===== src/rtl/sub8_serial.sv =====
// Bit-serial W-bit subtractor: O = {borrow, A - B}, computed as A + ~B + 1, UNROLL bits per cycle, LSB first.
// Optional zero flag on the difference is enabled by defining SUB8_SERIAL_ZFLAG_EN.
module sub8_serial #(
  parameter int W      = 8,
  parameter int UNROLL = 1
) (
  input  logic         clk,
  input  logic         rst,
  input  logic         in_valid,
  output logic         in_ready,
  input  logic [W-1:0] A,
  input  logic [W-1:0] B,
  output logic         out_valid,
  input  logic         out_ready,
  output logic [W:0]   O
`ifdef SUB8_SERIAL_ZFLAG_EN
  ,
  output logic         zero
`endif
);

  localparam int NSL = W / UNROLL;
  localparam int CW  = (NSL > 1) ? $clog2(NSL) : 1;

  typedef enum logic [1:0] {IDLE, RUN, DONE} state_t;

  state_t          state, state_nx;
  logic [W-1:0]    a_sh, b_sh, diff_sh, diff_nx;
  logic            carry;
  logic [CW-1:0]   cnt;
  logic [UNROLL:0] slice;
  logic            last;

  assign slice = {1'b0, a_sh[UNROLL-1:0]} + {1'b0, b_sh[UNROLL-1:0]} + {{UNROLL{1'b0}}, carry};
  assign last  = (cnt == CW'(NSL - 1));
  // New slice enters at the top; the shift also covers UNROLL == W without a zero-width slice.
  assign diff_nx = W'({slice[UNROLL-1:0], diff_sh} >> UNROLL);

  always_ff @(posedge clk) begin
    if (rst) state <= IDLE;
    else     state <= state_nx;
  end

  always_comb begin
    state_nx  = state;
    in_ready  = 1'b0;
    out_valid = 1'b0;
    case (state)
      IDLE: begin
        in_ready = 1'b1;
        if (in_valid) state_nx = RUN;
      end
      RUN: begin
        if (last) state_nx = DONE;
      end
      DONE: begin
        out_valid = 1'b1;
        if (out_ready) state_nx = IDLE;
      end
      default: state_nx = IDLE;
    endcase
  end

  always_ff @(posedge clk) begin
    if (rst) begin
      a_sh    <= '0;
      b_sh    <= '0;
      diff_sh <= '0;
      carry   <= 1'b0;
      cnt     <= '0;
      O       <= '0;
`ifdef SUB8_SERIAL_ZFLAG_EN
      zero    <= 1'b0;
`endif
    end else begin
      case (state)
        IDLE: begin
          if (in_valid) begin
            a_sh  <= A;
            b_sh  <= ~B;
            carry <= 1'b1;
            cnt   <= '0;
          end
        end
        RUN: begin
          a_sh    <= a_sh >> UNROLL;
          b_sh    <= b_sh >> UNROLL;
          carry   <= slice[UNROLL];
          diff_sh <= diff_nx;
          cnt     <= cnt + CW'(1);
          if (last) begin
            O <= {~slice[UNROLL], diff_nx};
`ifdef SUB8_SERIAL_ZFLAG_EN
            zero <= (diff_nx == '0);
`endif
          end
        end
        default: ;
      endcase
    end
  end

endmodule


===== config.mk =====
export PLATFORM = sky130hd
export DESIGN_NAME = sub8_serial
export DESIGN_NICKNAME = d
export VERILOG_FILES = /design/src/rtl/sub8_serial.sv
export SDC_FILE = /design/constraint.sdc
export NUM_CORES = 1
export LEC_CHECK = 0
export CELL_PAD_IN_SITES_DETAIL_PLACEMENT = 0
export CELL_PAD_IN_SITES_GLOBAL_PLACEMENT = 1
export CORE_ASPECT_RATIO = 1.25
export CORE_UTILIZATION = 38
export CTS_BUF_LIST = sky130_fd_sc_hd__clkbuf_4 sky130_fd_sc_hd__clkbuf_8 sky130_fd_sc_hd__clkbuf_16
export DETAILED_ROUTE_END_ITERATION = 10
export GPL_ROUTABILITY_DRIVEN = 0
export GPL_TIMING_DRIVEN = 0
export MAX_ROUTING_LAYER = met4
export PLACE_DENSITY_LB_ADDON = 0.05
export SYNTH_ARGS = -nofsm -noshare
export SYNTH_HDL_FRONTEND = slang
export SYNTH_SLANG_ARGS = --single-unit

===== constraint.sdc =====
create_clock -name clk -period 1.9 [get_ports clk]
set_input_delay 0.38 -clock clk [delete_from_list [all_inputs] [get_ports clk]]
set_output_delay 0.38 -clock clk [all_outputs]
set_load 0.01 [all_outputs]

### Yosys cells after proc, flatten, opt, wreduce, memory -nomap -nowiden

Index checks and enable logic that the tools add are counted.

| operators by class | value |
|---|---|
| mux-type cells | 14 |
| equality and inequality tests | 6 |
| bitwise logic cells | 2 |
| reductions and logical operators | 5 |
| $add $sub $neg | 3 |

Operator list:

| cell | number |
|---|---|
| $pmux 8 s2 | 2 |
| $mux 8 | 2 |
| $not 8->8 | 1 |
| $mux 2 | 3 |
| $ne 2x2->1 const B | 3 |
| $pmux 2 s3 | 1 |
| $pmux 3 s2 | 1 |
| $reduce_and 2->1 | 2 |
| $add 3x1->3 const B | 1 |
| $eq 3x3->1 const B | 1 |
| $mux 1 | 3 |
| $mux 3 | 1 |
| $reduce_and 3->1 | 1 |
| $add 1x1->2 | 1 |
| $add 2x1->2 | 1 |
| $eq 2x1->1 const B | 1 |
| $eq 2x2->1 const B | 1 |
| $logic_not 2->1 | 1 |
| $pmux 1 s2 | 1 |
| $reduce_bool 2->1 | 1 |
| $not 1->1 | 1 |

| storage, ports and cells | value |
|---|---|
| register bits after elaboration | 39 |
| output and inout bits | 11 |
| input bits | 20 |

### Depth between registers and ports, before layout

| depth | value |
|---|---|
| word-level depth | 3 |
| depth in mapped cells | 6 |
| mapped depth without buffers | 5 |

### Least setup slack after synthesis

Ideal clock, no wire load.

| timing | value |
|---|---|
| path type | flip-flop to flip-flop |
| from | reg cnt[0] |
| to | reg O[7] |
| required time | 1.814 ns |
| cell stages (with the launch flop) | 6 |
| arrival time | 1.216 ns |
| slack | 0.599 ns |
| buffers on the path | 1 |
| library setup time | 0.086 ns |
| cell sequence | dfxtp_1 > ha_1 > ha_1 > and3b_1 > buf_4 > a211oi_1 |

| between the ends | value |
|---|---|
| cells in the longest elaborated chain, start to end | 2 |

RTL lines:

| what | RTL line | RTL |
|---|---|---|
| from (decl) | 30 | `logic [CW-1:0] cnt;` |
| from (signal assigned) | 90 | `cnt <= cnt + CW'(1);` |
| $eq 3x3->1 | 35 | `assign last = (cnt == CW'(NSL - 1));` |
| $reduce_and 2->1 (no source line) | - |  |
| to (signal assigned) | 92 | `O <= {~slice[UNROLL], diff_nx};` |
| to (decl) | 15 | `output logic [W:0] O` |

No other way between the ends.
A chain may end at the register's enable or synchronous reset.

### Final worst setup path

| timing | value |
|---|---|
| from | reg state[0] |
| to | out out_valid |

| between the ends | value |
|---|---|
| cells in the longest elaborated chain, start to end | 2 |

RTL lines:

| what | RTL line | RTL |
|---|---|---|
| from (decl) | 27 | `state_t state, state_nx;` |
| from (signal assigned) | 41 | `else state <= state_nx;` |
| $eq 2x2->1 | 48 | `case (state)` |
| $mux 1 | 48 |  |
| to (decl) | 13 | `output logic out_valid,` |

No other way between the ends.

==> results.yml <==
clock_network:
  post-cts-setup-buffer-count: 0
  cts_resized: 1
  cts_sinks: 38
  htreeDepth: 2
  ctsHoldBuffers: 0
  clock_path_buffers: 2
  clk_latency_ns: 0.29
  cts-root-buf: "clkbuf_8"
  cts_tree: "done"
  path_clk_slew_ns: 0.07
  cts_inserted_buffers: 5
floorplanning:
  die_w_um: 60.1
  core-area_um2: 4070
  start_util_pct: 39.4
  io_pins: 31
  fp.dieH_um: 74.6
  rows: 26
  dieArea_um2: 4480
global_routing:
  track_usage_pct: 17.7
  grt_first_pass_wirelength_um: 5560
  antenna_found_initial: 0
  grt_pass1_vias: 1238
  grt_max_degree: 13
  grt-ovfl-total: 0
logic_synthesis:
  synth_area_um2: 1600
  synthAdderAreaFrac_pct: 2.81
  ys_types: 28
  yosysWarningCount: 0
  synth.area.mux_share_pct: 5.00
  synth_compound_area_share_pct: 18.0
  synth_simple_gate_area_share_pct: 19.7
  ys_ff_latch: 38
  postSynthAreaPerCell_um2: 8.75
  ys_seq_area_share_pct: 47.5
  synthXorXnorAreaFrac_pct: 0
  synthCells: 183
  syn-num-nets: 206
  synth_top_family_by_area: "simple AND/OR/NAND/NOR gates"
flow_run:
  cap_violations: 0
sta:
  worst_slew_pin_slew_ns: 0.504
  setup-tns-final_ns: 0
  relSlewSlack_pct: 66.4
  hold_viol_final: 0
  finClkSkew_ns: 0.00809
  rsz0062_at_grt: "false"
  slew_viol_final: 0
  post-route-min-period_ns: 1.76
  fmaxAchievable_mhz: 568
  timing.final.crit_share_pct: 92.7
  whs_ns: 0.451
  setup_viol: 0
routing:
  viasPerCell: 4.81
  dr.pass1.iters: 4
  ant_nets: 0
  drtIter0Drc: 66
  drc: 0
  dr_total_vias: 1327
  wl_per_cell_um: 12.2
  wl_um: 3360
pwr:
  p_leak_uw: 0.000783
  vdd_ir_drop_max_v: 0.000602
  powerDensity_nw_per_um2: 897
final_layout:
  drive_gt1_share_pct: 10.9
  final_common_cell: "dfxtp_1"
  mostFrequentLayoutCells: "dfxtp_1 (37), nand2_1 (35), clkdlybuf4s50_1 (28), a21oi_1 (22), nor2_1 (21)"
  area_delta_synth_final_pct: 31.4
  layout.nets: 242
  final_cells: 276
  num_antenna_cells: 0
critical_path:
  worstPathArrival_ns: 1.38
  endpoint_kind: "primary output"
  worst-setup-path-type: "reg2out"
  worstReg2RegEnd: "O[7]"
  cp.required_ns: 1.52
  cp-start-kind: "flop"
  critical_path.endpoint: "out_valid"
  timing.rr.start: "cnt[0]"
  worstSetupStartpoint: "state[0]"
  reg2reg_depth: 5
  r2r_slack_ns: 0.47
  crit_fanout: 3
placement:
  dp.cells: 268
  dpl.hpwl_um: 2460
  io_buffers: 29
hold_path:
  worst_hold_path_type: "reg2reg"
run_status:
  outcome: "complete, no violations"
[worst max-delay path, stage by stage (launching register included)]
cell and delay (ns):
dfxtp_1 0.34, and2b_1 0.22, clkdlybuf4s50_1 0.54
[power by group]
group	total [uW]	internal (uW)	switching (uW)
Sequential	849	832	17.6
Clock	842	560	282
Combinational	197	100	96.7
[cell usage after synthesis]
master | number | area [um2]
o21ba_2 | 1 | 10.0
o21ai_0 | 7 | 35.0
nor3_1 | 1 | 5.00
a21oi_1 | 22 | 110
buf_6 | 5 | 56.3
a32oi_1 | 2 | 17.5
a22oi_1 | 2 | 15.0
nand3b_2 | 1 | 11.3
nor2_2 | 1 | 6.26
and3b_1 | 1 | 8.76
and2_1 | 5 | 31.3
and2b_1 | 1 | 7.51
nand2b_1 | 2 | 12.5
fa_1 | 1 | 20.0
buf_4 | 2 | 15.0
nor2_1 | 21 | 78.8
and2_0 | 2 | 12.5
inv_1 | 5 | 18.8
dfxtp_1 | 38 | 761
buf_2 | 2 | 10.0
a211oi_1 | 10 | 75.1
nand2_1 | 35 | 131
a221oi_2 | 1 | 15.0
ha_1 | 2 | 25.0
clkbuf_1 | 3 | 11.3
o21bai_2 | 1 | 11.3
and2b_4 | 1 | 10.0
mux2i_1 | 8 | 80.1
[logic make-up after synthesis]
group,count (synthesis)
AO/OA/AOI/OAI,46
multiplexers,8
adder cells (fa/ha/maj),3
flip-flops,38
buffers and inverters,17
AND/OR/NAND/NOR,71
[through the flow]
stage	cell area [um2]	power, uW	utilization, %	worst slack, ns
CTS	2100	1920	51.7	0.0449
global route	2100	1980	51.8	0.0257
finish	2100	1890	51.8	0.139
floorplan	1600	992	-	0.599
global placement	1960	1060	48.2	0.172
detailed placement	1960	1070	48.2	0.189
[state kept, by name (all words and copies together), names as in the netlist]
| register | count |
|---|---|
| state | 2 |
| diff_sh | 7 |
| O | 9 |
| carry | 1 |
| a_sh | 8 |
| b_sh | 8 |
| cnt | 3 |
[metal layers]
layer  vias up  part of all wire, %  GRT usage (%)
li1        686                    -              -
met1       605                   43           19.2
met2        30                   51           30.0
met3         6                  3.8           5.57
met4         0                  1.6           6.20
met5         -                    0              -
[worst min path at each step]
stage / from / end / cells past startpoint
floorplan: b_sh[1] / b_sh[1] / 2
global placement: b_sh[1] / b_sh[1] / 2
detailed placement: b_sh[3] / b_sh[3] / 2
CTS: b_sh[3] / b_sh[3] / 2
global route: b_sh[6] / b_sh[6] / 2
finish: b_sh[5] / b_sh[5] / 2
[cell type report]
class,instances,area [um2]
Fill cell,408,1960
Buffer,12,92.6
Multi-Input combinational cell,128,729
Sequential cell,38,762
Timing Repair Buffer,29,289
Tap cell,56,70.1
Clock inverter,2,60.1
Clock buffer,6,82.6
Inverter,5,18.8
Power figures use the tool's default switching activity.
